## src/rtl/fe_port_arbiter_if.sv

```systemverilog
// Bus bundle for the #FE port arbiter: Z80 bus strobes, loader handshake and register outputs.
// Signal names follow the board schematic, hence the upper-case spelling.
interface fe_port_arbiter_if;
  logic [4:0] D;
  logic       WRn;
  logic       A0;
  logic       IORQn;
  logic       LD_REQ;
  logic [4:0] LD_D;
  logic       LD_ACK;
  logic       LD_OWN_TAPE;
  logic       K9;
  logic       K10;
  logic       K11;
  logic       TAPEOUT;
  logic       SOUND;
  logic [7:0] WR_CNT;

  modport master (
    output D, WRn, A0, IORQn, LD_REQ, LD_D, LD_OWN_TAPE,
    input  LD_ACK, K9, K10, K11, TAPEOUT, SOUND, WR_CNT
  );

  modport slave (
    input  D, WRn, A0, IORQn, LD_REQ, LD_D, LD_OWN_TAPE,
    output LD_ACK, K9, K10, K11, TAPEOUT, SOUND, WR_CNT
  );
endinterface

```

## src/rtl/fe_port_arbiter.sv

```systemverilog
// Even-port (#FE) output register shared between synchronised Z80 I/O writes and a
// loader master; CPU writes win a same-cycle collision and the loader follows one cycle later.
module fe_port_arbiter #(
  parameter int SYNC_STAGES = 2
) (
  input logic             CLK,
  input logic             RESETn,
  fe_port_arbiter_if.slave bus
);
  typedef enum logic [1:0] {IDLE, ARM, DONE} state_t;

  logic                          wr_raw;
  logic [SYNC_STAGES-1:0]        wr_pipe;
  logic [SYNC_STAGES-1:0][4:0]   d_pipe;
  logic                          wr_s;
  logic [4:0]                    d_s;
  state_t                        state, state_nxt;
  logic                          cpu_commit;
  logic                          ld_go;
  logic [4:0]                    fe_reg;
  logic                          ld_ack;
  logic [7:0]                    wr_cnt;

  assign wr_raw = ~bus.IORQn & ~bus.WRn & ~bus.A0;

  // D rides alongside the strobe so both leave the synchroniser together.
  always_ff @(posedge CLK or negedge RESETn) begin
    if (!RESETn) begin
      wr_pipe <= '0;
      d_pipe  <= '0;
    end else begin
      wr_pipe <= {wr_pipe[SYNC_STAGES-2:0], wr_raw};
      d_pipe  <= {d_pipe[SYNC_STAGES-2:0], bus.D};
    end
  end

  assign wr_s = wr_pipe[SYNC_STAGES-1];
  assign d_s  = d_pipe[SYNC_STAGES-1];

  always_ff @(posedge CLK or negedge RESETn) begin
    if (!RESETn) state <= IDLE;
    else         state <= state_nxt;
  end

  // ARM needs a second high sample, so a single-cycle strobe is dropped.
  always_comb begin
    state_nxt = state;
    case (state)
      IDLE:    if (wr_s)  state_nxt = ARM;
      ARM:     state_nxt = wr_s ? DONE : IDLE;
      DONE:    if (!wr_s) state_nxt = IDLE;
      default: state_nxt = IDLE;
    endcase
  end

  always_comb begin
    cpu_commit = 1'b0;
    if (state == ARM && wr_s) cpu_commit = 1'b1;
  end

  assign ld_go = bus.LD_REQ & ~cpu_commit;

  always_ff @(posedge CLK or negedge RESETn) begin
    if (!RESETn) begin
      fe_reg <= '0;
      ld_ack <= 1'b0;
      wr_cnt <= '0;
    end else begin
      ld_ack <= ld_go;
      if (cpu_commit)
        fe_reg <= {d_s[4], (bus.LD_OWN_TAPE ? fe_reg[3] : d_s[3]), d_s[2:0]};
      else if (bus.LD_REQ)
        fe_reg <= bus.LD_D;
      if (cpu_commit | ld_go)
        wr_cnt <= wr_cnt + 8'd1;
    end
  end

  assign bus.K9      = fe_reg[0];
  assign bus.K10     = fe_reg[1];
  assign bus.K11     = fe_reg[2];
  assign bus.TAPEOUT = fe_reg[3];
  assign bus.SOUND   = fe_reg[4];
  assign bus.LD_ACK  = ld_ack;
  assign bus.WR_CNT  = wr_cnt;
endmodule

```

## src/flat_wrapper.sv

```systemverilog
// flat-port wrapper written by rule: the top's interface ports become plain ports
module fe_port_arbiter_flat 
#(
  parameter int SYNC_STAGES = 2
)
  (CLK, RESETn, bus_D, bus_WRn, bus_A0, bus_IORQn, bus_LD_REQ, bus_LD_D, bus_LD_OWN_TAPE, bus_LD_ACK, bus_K9, bus_K10, bus_K11, bus_TAPEOUT, bus_SOUND, bus_WR_CNT);
  fe_port_arbiter_if bus_i ();
  input logic CLK;
  input logic RESETn;
  input wire logic [$bits(bus_i.D)-1:0] bus_D;
  input wire logic [$bits(bus_i.WRn)-1:0] bus_WRn;
  input wire logic [$bits(bus_i.A0)-1:0] bus_A0;
  input wire logic [$bits(bus_i.IORQn)-1:0] bus_IORQn;
  input wire logic [$bits(bus_i.LD_REQ)-1:0] bus_LD_REQ;
  input wire logic [$bits(bus_i.LD_D)-1:0] bus_LD_D;
  input wire logic [$bits(bus_i.LD_OWN_TAPE)-1:0] bus_LD_OWN_TAPE;
  output wire logic [$bits(bus_i.LD_ACK)-1:0] bus_LD_ACK;
  output wire logic [$bits(bus_i.K9)-1:0] bus_K9;
  output wire logic [$bits(bus_i.K10)-1:0] bus_K10;
  output wire logic [$bits(bus_i.K11)-1:0] bus_K11;
  output wire logic [$bits(bus_i.TAPEOUT)-1:0] bus_TAPEOUT;
  output wire logic [$bits(bus_i.SOUND)-1:0] bus_SOUND;
  output wire logic [$bits(bus_i.WR_CNT)-1:0] bus_WR_CNT;
  assign bus_i.D = bus_D;
  assign bus_i.WRn = bus_WRn;
  assign bus_i.A0 = bus_A0;
  assign bus_i.IORQn = bus_IORQn;
  assign bus_i.LD_REQ = bus_LD_REQ;
  assign bus_i.LD_D = bus_LD_D;
  assign bus_i.LD_OWN_TAPE = bus_LD_OWN_TAPE;
  assign bus_LD_ACK = bus_i.LD_ACK;
  assign bus_K9 = bus_i.K9;
  assign bus_K10 = bus_i.K10;
  assign bus_K11 = bus_i.K11;
  assign bus_TAPEOUT = bus_i.TAPEOUT;
  assign bus_SOUND = bus_i.SOUND;
  assign bus_WR_CNT = bus_i.WR_CNT;
  fe_port_arbiter #(.SYNC_STAGES(SYNC_STAGES)) u_core (.CLK(CLK), .RESETn(RESETn), .bus(bus_i));
endmodule
```

## config.mk

```make
export PLATFORM = sky130hd
export DESIGN_NAME = fe_port_arbiter_flat
export DESIGN_NICKNAME = d
export VERILOG_FILES = /design/src/rtl/fe_port_arbiter_if.sv /design/src/rtl/fe_port_arbiter.sv /design/src/flat_wrapper.sv
export SDC_FILE = /design/constraint.sdc
export NUM_CORES = 1
export LEC_CHECK = 0
export ABC_AREA = 1
export CORE_AREA = 2 2 53 68
export CTS_BUF_LIST = sky130_fd_sc_hd__clkbuf_4 sky130_fd_sc_hd__clkbuf_8
export CTS_CLUSTER_SIZE = 12
export DETAILED_ROUTE_END_ITERATION = 12
export DIE_AREA = 0 0 55 70
export DONT_BUFFER_PORTS = 1
export PLACE_DENSITY_LB_ADDON = 0.15
export SLEW_MARGIN = 20
export SYNTH_ARGS = -nofsm -noshare
export SYNTH_HDL_FRONTEND = slang
export SYNTH_SLANG_ARGS = --single-unit
```

## constraint.sdc

```tcl
create_clock -name CLK -period 2.75 [get_ports CLK]
set_input_delay 0.55 -clock CLK [delete_from_list [all_inputs] [get_ports CLK]]
set_output_delay 0.55 -clock CLK [all_outputs]
set_load 0.02 [all_outputs]
```

# After elaboration in Yosys (flattened, before gate mapping)
# Index checks and enable logic that the tools add are counted.
[classes]
eq_ne = 5
bitwise_logic = 8
n_addsub = 1
n_mux = 8
reduce_logical = 5
[ops]
columns = ["op", "count"]
rows = [
  ["$mux 5", 2],
  ["$add 8x1->8 const B", 1],
  ["$mux 2", 3],
  ["$pmux 2 s3", 1],
  ["$ne 2x2->1 const B", 2],
  ["$not 1->1", 4],
  ["$reduce_and 2->1", 2],
  ["$and 1x1->1", 3],
  ["$eq 2x1->1 const B", 1],
  ["$eq 2x2->1 const B", 1],
  ["$logic_not 2->1", 1],
  ["$mux 1", 2],
  ["$ne 2x1->1 const B", 1],
  ["$reduce_bool 2->1", 1],
  ["$logic_and 1x1->1", 1],
  ["$or 1x1->1", 1],
]
[totals]
ff_bits = 28
elab_cells = 35
in_bits = 17

# Longest topological paths before layout
[depth]
word_depth = 6
mapped_depth = 8
mapped_depth_nobuf = 7

# Worst setup path before layout
# No wires, ideal clock.
[synth_path]
kind = "reg-to-reg"
start = "reg u_core.wr_cnt[0], in the netlist u_core.bus.WR_CNT[0]"
end = "reg u_core.wr_cnt[6], in the netlist u_core.bus.WR_CNT[6]"
setup_ps = 113
period_less_slack_ps = 1239
required_ps = 2637
arrival_ps = 1126
stages_incl_launch_ff = 7
slack_ps = 1511
path_buffers = 0
cell_sequence = "dfrtp_1 -> ha_1 -> nand3_1 -> nor2_1 -> nand3_1 -> nand2_1 -> inv_1"
[synth_between]
elab_chain_cells = 1
[synth_lines]
columns = ["element", "line", "text"]
rows = [
  ["start: declaration", "fe_port_arbiter.sv:22", "logic [7:0] wr_cnt;"],
  ["start signal: assignment", "fe_port_arbiter.sv:75", "wr_cnt <= wr_cnt + 8'd1;"],
  ["$add 8x1->8", "fe_port_arbiter.sv:75", ""],
]
# Every way passes these cells.
# A chain may end at the register's enable or synchronous reset.

# Worst setup path after layout
[layout_path]
start = "reg u_core.wr_cnt[3], in the netlist u_core.bus.WR_CNT[3]"
end = "out bus_WR_CNT[3]"
[layout_rtl]
columns = ["element", "line", "text"]
rows = [
  ["end: declaration", "flat_wrapper.sv:23", "output wire logic [$bits(bus_i.WR_CNT)-1:0] bus_WR_CNT;"],
]
# No word-level cell between the ends.

==> flow_metrics.env <==
export IMPL_run_status="finished, final reports clean"
export IMPL_netlist_top_cell_by_area="sky130_fd_sc_hd__dfrtp_1"
export IMPL_drv_slew=0
export IMPL_synthFlopType="sky130_fd_sc_hd__dfrtp_1"
export IMPL_numCtsBuffers=3
export IMPL_detailed_place_hpwl_um=1368
export IMPL_detailedRoute_firstIterationViolations=3
export IMPL_worstSetupStartpoint="u_core.bus.WR_CNT[3]"
export IMPL_largest_reg_flops=8
export IMPL_cp_required_ps=2200
export IMPL_top_signal_layer_used="met4"
export IMPL_route_antenna_remaining_nets=0
export IMPL_post_drt_wl_per_cell_um=12.55
export IMPL_met1Wirelength_um=750
export IMPL_design_die_area_um2=3850
export IMPL_routed_wl_met3_um=162
export IMPL_routed_wl_um=1870
export IMPL_asyncSetResetFlopFracSynth=1.000
export IMPL_worst_slew_margin_rel=0.7714
export IMPL_sum_of_negative_setup_slack_ps=0
export IMPL_drt_pass1_iterations=3
export IMPL_max_cap_viol_count=0
export IMPL_yosysUniqueCellTypes=17
export IMPL_antenna_diode_count=0
export IMPL_viasPerCell=4.483
export IMPL_synth_enable_flop_cells=0
export IMPL_worstSkewPairLatency_ps=260
export IMPL_r2r_end="u_core.bus.WR_CNT[6]"
export IMPL_detail_route_drc_violations=0
export IMPL_cp_arrival_ps=820
export IMPL_h_tree_depth=1
export IMPL_grt_antenna_before_repair=0
export IMPL_endpoint_kind_of_the_worst_setup_timing_path="output pin"
export IMPL_post_route_cells_drive_above_1_share=0.09091
export IMPL_area_delta_synth_final_pct=9.176
export IMPL_synth_cell_area_um2=1077
export IMPL_seq_area_frac_synth=0.6504
export IMPL_setup_worst_path_class="reg -> out"
export IMPL_r2r_worst_path_cells=6
export IMPL_crit_path_max_fanout=5
export IMPL_hold_viol_final=0
export IMPL_rsz0062_at_grt="no"
export IMPL_synthCells=107
export IMPL_gp_congestion=0.5927
export IMPL_resized_gates_after_cts=0
export IMPL_fin_skew_ps=0.6884
export IMPL_tmin_final_ps=1367
export IMPL_postCtsHoldBufs=1
export IMPL_finalWorstSetupSlack_ps=1383
export IMPL_syn_mean_instance_area_um2=10.07
export IMPL_globalRouteOverflowTotal=0
export IMPL_grt_usage=0.1140
export IMPL_detailroute_wirelength_met2_um=943
export IMPL_powerDensity_nw_per_um2=862.8
export IMPL_synth_nets=125
export IMPL_via_count=668
export IMPL_grt_start_max_net_pins=29
export IMPL_initial_core_util=0.3261
export IMPL_ys_top_cells_by_count="sky130_fd_sc_hd__nand2_1, sky130_fd_sc_hd__dfrtp_1, sky130_fd_sc_hd__nand3_1"
export IMPL_final_period_utilization=0.4970
export IMPL_io_pins=31
export IMPL_cts_post_setup_buffers_inserted=0
export IMPL_clock_sink_count=28
export IMPL_post_synth_top_area_fraction=0.6504
export IMPL_leakagePower_nw=0.5660
export IMPL_preCtsSetupSlack_ps=1402
export IMPL_vdd_ir_drop_worst_uv=457.6
export IMPL_setup_violations_final=0
export IMPL_r2r_start="u_core.bus.WR_CNT[0]"
export IMPL_cts_root_buffer="sky130_fd_sc_hd__clkbuf_8"
export IMPL_post_synth_top_count_cell="sky130_fd_sc_hd__nand2_1"
export IMPL_design_final_nets=130
export IMPL_netlist_top_cells_area="sky130_fd_sc_hd__dfrtp_1, sky130_fd_sc_hd__nand2_1, sky130_fd_sc_hd__nand3_1"
export IMPL_slew_worst_pin_ps=343.0
export IMPL_numPortBuffers=0
export IMPL_hold_class="in -> async"
export IMPL_yosys_register_bits=28
export IMPL_floorplan_die_height_um=70
export IMPL_cts_clk_slew_worst_paths_ps=80
export IMPL_critical_path_startpoint_type="flop"
export IMPL_floorplan_die_width_um=55
export IMPL_core_rowCount=24
export IMPL_max_freq_mhz=731.7
export IMPL_cts_tree="built"
export IMPL_first_global_vias=720
export IMPL_grt_pass1_wl_um=3139
export IMPL_ys_warnings_count=0
export IMPL_clockBufferDepth=2
export IMPL_r2r_setup_slack_ps=1380
export IMPL_floorplan_core_area_um2=3303
[layout make-up]
| class | instances | area, um^2 |
|---|---|---|
| sequential | 28 | 700.7 |
| clock buffer | 3 | 41.29 |
| tap | 39 | 48.80 |
| multi-input combinational | 68 | 327.8 |
| fill | 352 | 2127 |
| timing repair buffer | 1 | 20.02 |
| inverter | 10 | 37.54 |
[stage by stage]
| step | instances | instance area, um^2 | utilization | hold slack (ps) | power, mW |
|---|---|---|---|---|---|
| after detailed placement | 145 | 1115 | 0.3375 | 255.0 | 0.8057 |
| final | 149 | 1176 | 0.3561 | 93.39 | 1.015 |
| after floorplan | 107 | 1077 | - | 254.4 | 0.7569 |
| after CTS | 149 | 1176 | 0.3561 | 91.33 | 1.031 |
| after global placement | 145 | 1115 | 0.3375 | 255.1 | 0.7974 |
| after global routing | 149 | 1176 | 0.3561 | 88.36 | 1.091 |
[cells in the final DEF, fill, tap and decap left out, drive strengths merged]
master	n
nand3	11
inv	10
buf	1
nand4	1
nor3	1
ha	1
xor2	2
xnor2	2
clkbuf	3
dfrtp	28
nor2	7
o21ai	1
nand2	42
[where the power goes]
group / total, mW / switching, mW / internal [mW]
Sequential: 0.646 / 0.163 / 0.483
Clock: 0.212 / 0.113 / 0.0981
Combinational: 0.158 / 0.0905 / 0.0671
[metal layers]
layer,vias up,global-route usage
li1,332,-
met1,308,0.1330
met2,26,0.1812
met3,2,0.03632
met4,0,0.05691
met5,-,0
[worst max-delay path by stage]
stage | end | cells after the start
6_report | bus_WR_CNT[3] | 0
5_1_grt | u_core.bus.WR_CNT[6] | 6
4_1_cts | bus_WR_CNT[3] | 0
3_5_place_dp | u_core.bus.WR_CNT[6] | 6
3_3_place_gp | u_core.bus.WR_CNT[6] | 6
2_1_floorplan | u_core.bus.WR_CNT[6] | 6
[kinds of logic (layout without fill, tap and decap cells)]
logic type,count (synthesis),count (layout),synth area share
AOI/OAI and AO/OA,1,1,0.004641
adders and majority gates,1,1,0.01161
DFF,28,28,0.6504
buffers and inverters,11,14,0.04529
and+or+nand+nor,62,62,0.2555
xor gates and xnor gates,4,4,0.03253
Note: power is estimated with default switching activity, not from simulation.
==> edit 1, RTL diff (same settings) <==
`SYNC_STAGES` is set to 2 in 2 places; all go to 4.
--- a/src/rtl/fe_port_arbiter.sv
+++ b/src/rtl/fe_port_arbiter.sv
@@ -2,5 +2,5 @@
 // loader master; CPU writes win a same-cycle collision and the loader follows one cycle later.
 module fe_port_arbiter #(
-  parameter int SYNC_STAGES = 2
+  parameter int SYNC_STAGES = 4
 ) (
   input logic             CLK,
--- a/src/flat_wrapper.sv
+++ b/src/flat_wrapper.sv
@@ -2,5 +2,5 @@
 module fe_port_arbiter_flat 
 #(
-  parameter int SYNC_STAGES = 2
+  parameter int SYNC_STAGES = 4
 )
   (CLK, RESETn, bus_D, bus_WRn, bus_A0, bus_IORQn, bus_LD_REQ, bus_LD_D, bus_LD_OWN_TAPE, bus_LD_ACK, bus_K9, bus_K10, bus_K11, bus_TAPEOUT, bus_SOUND, bus_WR_CNT);
Behaviour: not the same (Yosys sat finds a counterexample within 10 cycles, from zero or initial values and one cycle with RESETn low).
==> edit 1 against the original RTL <==
  * Register-to-register slack got worse by 0.02 ns
  * Cell area up 31%
  * Final cell count up 9.4%
  * Sequential cell count up 12
  * Power grew 35%
  * Area after synthesis increased by 30%
  * Worst setup slack got worse by 0.038 ns
  * Routed wire length increased by 2.5%
==> edit 1: results (changes against the original RTL) <==
[global_route]
grt_max_degree = 41  ; was 29
grt_pass1_wl_um = 3410  ; was 3140 um
grt_pass1_vias = 801  ; was 720
grtUsageTotal_pct = 12.7  ; was 11.4%

[placed_design]
gp_congestion = 0.687  ; was 0.593
dp.final_hpwl_um = 1280  ; was 1370 um

[run_status]
status = complete, no violations  ; unchanged

[clock_network]
cts_hold_buf = 1  ; unchanged
cts_setup_buffers = 0  ; unchanged
h-tree-depth = 2  ; was 1
ctsResizeCount = 0  ; unchanged
cts_buffers = 5  ; was 3
insertion_delay_ns = 0.28  ; was 0.26 ns
clk_pin_slew_ns = 0.07

[final_layout]
largest_reg_flops = 15  ; was 8
n_fill_cell = 303  ; was 352
drive_gt1_share_pct = 12.9  ; was 9.09%
stdcell_count = 163  ; was 149

[timing]
clock-skew-final_ns = 0.00419  ; was 0.000688 ns
whs_ns = 0.105  ; was 0.0934 ns
worstMarginPinSlew_ns = 0.386  ; was 0.343 ns

[setup_path]
path_max_fanout = 5  ; unchanged
worstPathArrival_ns = 0.86  ; was 0.82 ns
r2r_cells = 6  ; unchanged
r2r_slack_ns = 1.36  ; was 1.38 ns

[route]
drt_pre_antenna_iters = 4  ; was 3
via_per_inst = 4.55  ; was 4.48
drtIter0Drc = 9  ; was 3
drt_wl_total_um = 1920  ; was 1870 um

[synthesis]
ys_async_sr_fraction_pct = 100  ; unchanged
synth_area_leaders = dfrtp_1 (71%), nand2_1 (9.4%), nand3_1 (3.2%), inv_1 (3.2%), xnor2_2 (2.3%)  ; was dfrtp_1 (65%), nand2_1 (14%), nand3_1 (4.6%), inv_1 (3.1%), nor2_1 (2.1%)
yosysWarnings = 0  ; unchanged
synth_edf_count = 0  ; unchanged
synth_top_cells_by_count = dfrtp_1 (40), nand2_1 (35), inv_1 (12), nand3_1 (9), nor2_1 (4)  ; was nand2_1 (39), dfrtp_1 (28), nand3_1 (10), inv_1 (9), nor2_1 (6)
synth-seq-area-share_pct = 71.4  ; was 65.0%
avgSynthCellArea_um2 = 12.0  ; was 10.1 um2
synth_nets = 135  ; was 125
synth_cell_types = 17  ; unchanged

[pwr]
total_leakage_power_uw = 0.000764  ; was 0.000566 uW
peakVddDrop_uv = 659  ; was 458 uV

==> edit 1: changes by cell type after synthesis, moves of 2 or more <==
cell	change
dfrtp_1	+12
inv_1	+3
nand2_1	-4
nor2_1	-2
xnor2_2	+2
==> edit 1: worst max path at each step <==
stage                          from                    to
6_report       u_core.bus.WR_CNT[3]         bus_WR_CNT[3]
5_1_grt        u_core.bus.WR_CNT[1]  u_core.bus.WR_CNT[6]
4_1_cts        u_core.bus.WR_CNT[3]         bus_WR_CNT[3]
3_5_place_dp   u_core.bus.WR_CNT[1]  u_core.bus.WR_CNT[6]
3_3_place_gp   u_core.bus.WR_CNT[0]  u_core.bus.WR_CNT[6]
2_1_floorplan  u_core.bus.WR_CNT[0]  u_core.bus.WR_CNT[6]
==> edit 1: report_power, final <==
part / switching (uW) / total, uW / internal [uW]
clock: 176 / 358 / 182
sequential: 168 / 835 / 667
combinational: 90.8 / 174 / 83.2
total: 434 / 1370 / 933
==> edit 1: cell type report <==
type | count | share of cell area, %
inverter | 12 | 2.93
sequential | 40 | 65.1
tap | 39 | 3.17
timing repair buffer | 1 | 1.30
clock buffer | 6 | 4.96
clock inverter | 1 | 0.325
multi-input combinational | 64 | 22.2
==> edit 1: kinds of logic (layout without fill, tap and decap cells) <==
family                   after synthesis  in the layout  synth area share [%]
AND/OR/NAND/NOR                       56             56                  18.6
flip-flops                            40             40                  71.4
buffers and inverters                 13             20                  4.28
XOR/XNOR                               4              4                  3.57
AO/OA/AOI/OAI                          3              3                  1.25
adder cells (fa/ha/maj)                1              1                 0.892
==> edit 1: per-stage QoR <==
step | util, % | cell area [um2]
6_report | 46.6 | 1540
3_5_place_dp | 43.5 | 1440
2_1_floorplan | - | 1400
5_1_grt | 46.6 | 1540
4_1_cts | 46.6 | 1540
3_3_place_gp | 43.5 | 1440
==> edit 1: routing by layer <==
metal	wire, um	global-route usage (%)
met1	786	14.2
met2	940	19.7
met3	172	6.20
met4	17	5.69
met5	0	0
==> edit 2, RTL diff (same flow settings) <==
Without the edit above. Encoding of `state_t`: now one-hot (3 bits for 3 states).
--- a/src/rtl/fe_port_arbiter.sv
+++ b/src/rtl/fe_port_arbiter.sv
@@ -8,5 +8,5 @@
   fe_port_arbiter_if.slave bus
 );
-  typedef enum logic [1:0] {IDLE, ARM, DONE} state_t;
+  typedef enum logic [2:0] {IDLE = 3'b001, ARM = 3'b010, DONE = 3'b100} state_t;
 
   logic                          wr_raw;
Check against the original RTL: no difference found for any inputs over 10 cycles, from zero or initial values and one cycle with RESETn low; not proved beyond that.
==> edit 2 against the original RTL <==
  * Count of clock-buffer cells in the layout increased by 4
  * Final cell count up 11%
  * Power grew 10%
  * Synthesized cell count rose by 11%
  * Cell area up 13%
  * Utilization is 4.5 points higher
  * Sequential cell count rose by 1
  * Global-route usage rose by 2.1 points
  * Sequential share of layout area is 4.8 points lower
  * Area after synthesis rose by 9.4%
  * Worst setup slack lost 0.034 ns
  * Sequential power shrank 3.3%
  * Non-clock buffer count is the same
  * Routed wire length grew 12%
  * Critical endpoint is now bus_WR_CNT[2]
  * Highest routed layer unchanged
==> edit 2: results (changes against the original RTL) <==
[run_status]
status = complete, no violations  ; unchanged

[final_layout]
n_fill_cell = 345  ; was 352

[placed_design]
dp.final_hpwl_um = 1500  ; was 1370 um
gp_congestion = 0.636  ; was 0.593
placed_cell_area_um2 = 1220  ; was 1110 um2
dp.cells = 157  ; was 145
pre_cts_slack_ns = 1.46  ; was 1.40 ns

[route]
drt_pre_antenna_iters = 4  ; was 3
drt_wl_total_um = 2090  ; was 1870 um
met2WireLength_um = 1100  ; was 943 um

[clock_network]
h-tree-depth = 2  ; was 1
clk_pin_slew_ns = 0.06  ; was 0.08 ns

[global_route]
met2_usage_pct = 21.3  ; was 18.1%
grtUsageMet1_pct = 13.9  ; was 13.3%
grtUsageTotal_pct = 13.5  ; was 11.4%

[setup_path]
endpoint = bus_WR_CNT[2]  ; was bus_WR_CNT[3]
worstSetupStartpoint = u_core.bus.WR_CNT[2]  ; was u_core.bus.WR_CNT[3]
r2r-end = u_core.bus.WR_CNT[4]  ; was u_core.bus.WR_CNT[6]

[timing]
whs_ns = 0.0918  ; was 0.0934 ns
clock-skew-final_ns = 0.00813  ; was 0.000688 ns
fmax_mhz = 714  ; was 732 MHz

[synthesis]
avgSynthCellArea_um2 = 9.90  ; was 10.1 um2
synth-seq-area-share_pct = 61.7  ; was 65.0%
synth_cell_types = 18  ; was 17
synth_top_cells_by_count = nand2_1 (44), dfrtp_1 (28), nand3_1 (15), inv_1 (8), nor2_1 (5)  ; was nand2_1 (39), dfrtp_1 (28), nand3_1 (10), inv_1 (9), nor2_1 (6)

==> edit 2: cell families after synthesis <==
logic type | after synthesis | synth area share (%)
compound gates | 1 | 0.743
fa+ha+maj | 1 | 1.06
flops | 29 | 61.7
xor+xnor | 4 | 2.97
simple gates | 74 | 29.7
buf+inv | 10 | 3.82
==> edit 2: power by group through the flow <==
stage	combinational (uW)	clock (uW)	sequential, uW
after floorplan	119	0	613
final	141	351	625
after global placement	131	0	631
after detailed placement	133	0	635
after CTS	145	364	628
after global routing	175	380	637
==> edit 2: layout make-up <==
cell class	count	area [um2]	share of cell area [%]
sequential	29	727	54.8
multi-input combinational	80	407	30.7
clock buffer	7	90.1	6.79
tap	39	48.8	3.68
inverter	9	33.8	2.55
timing repair buffer	1	20.0	1.51
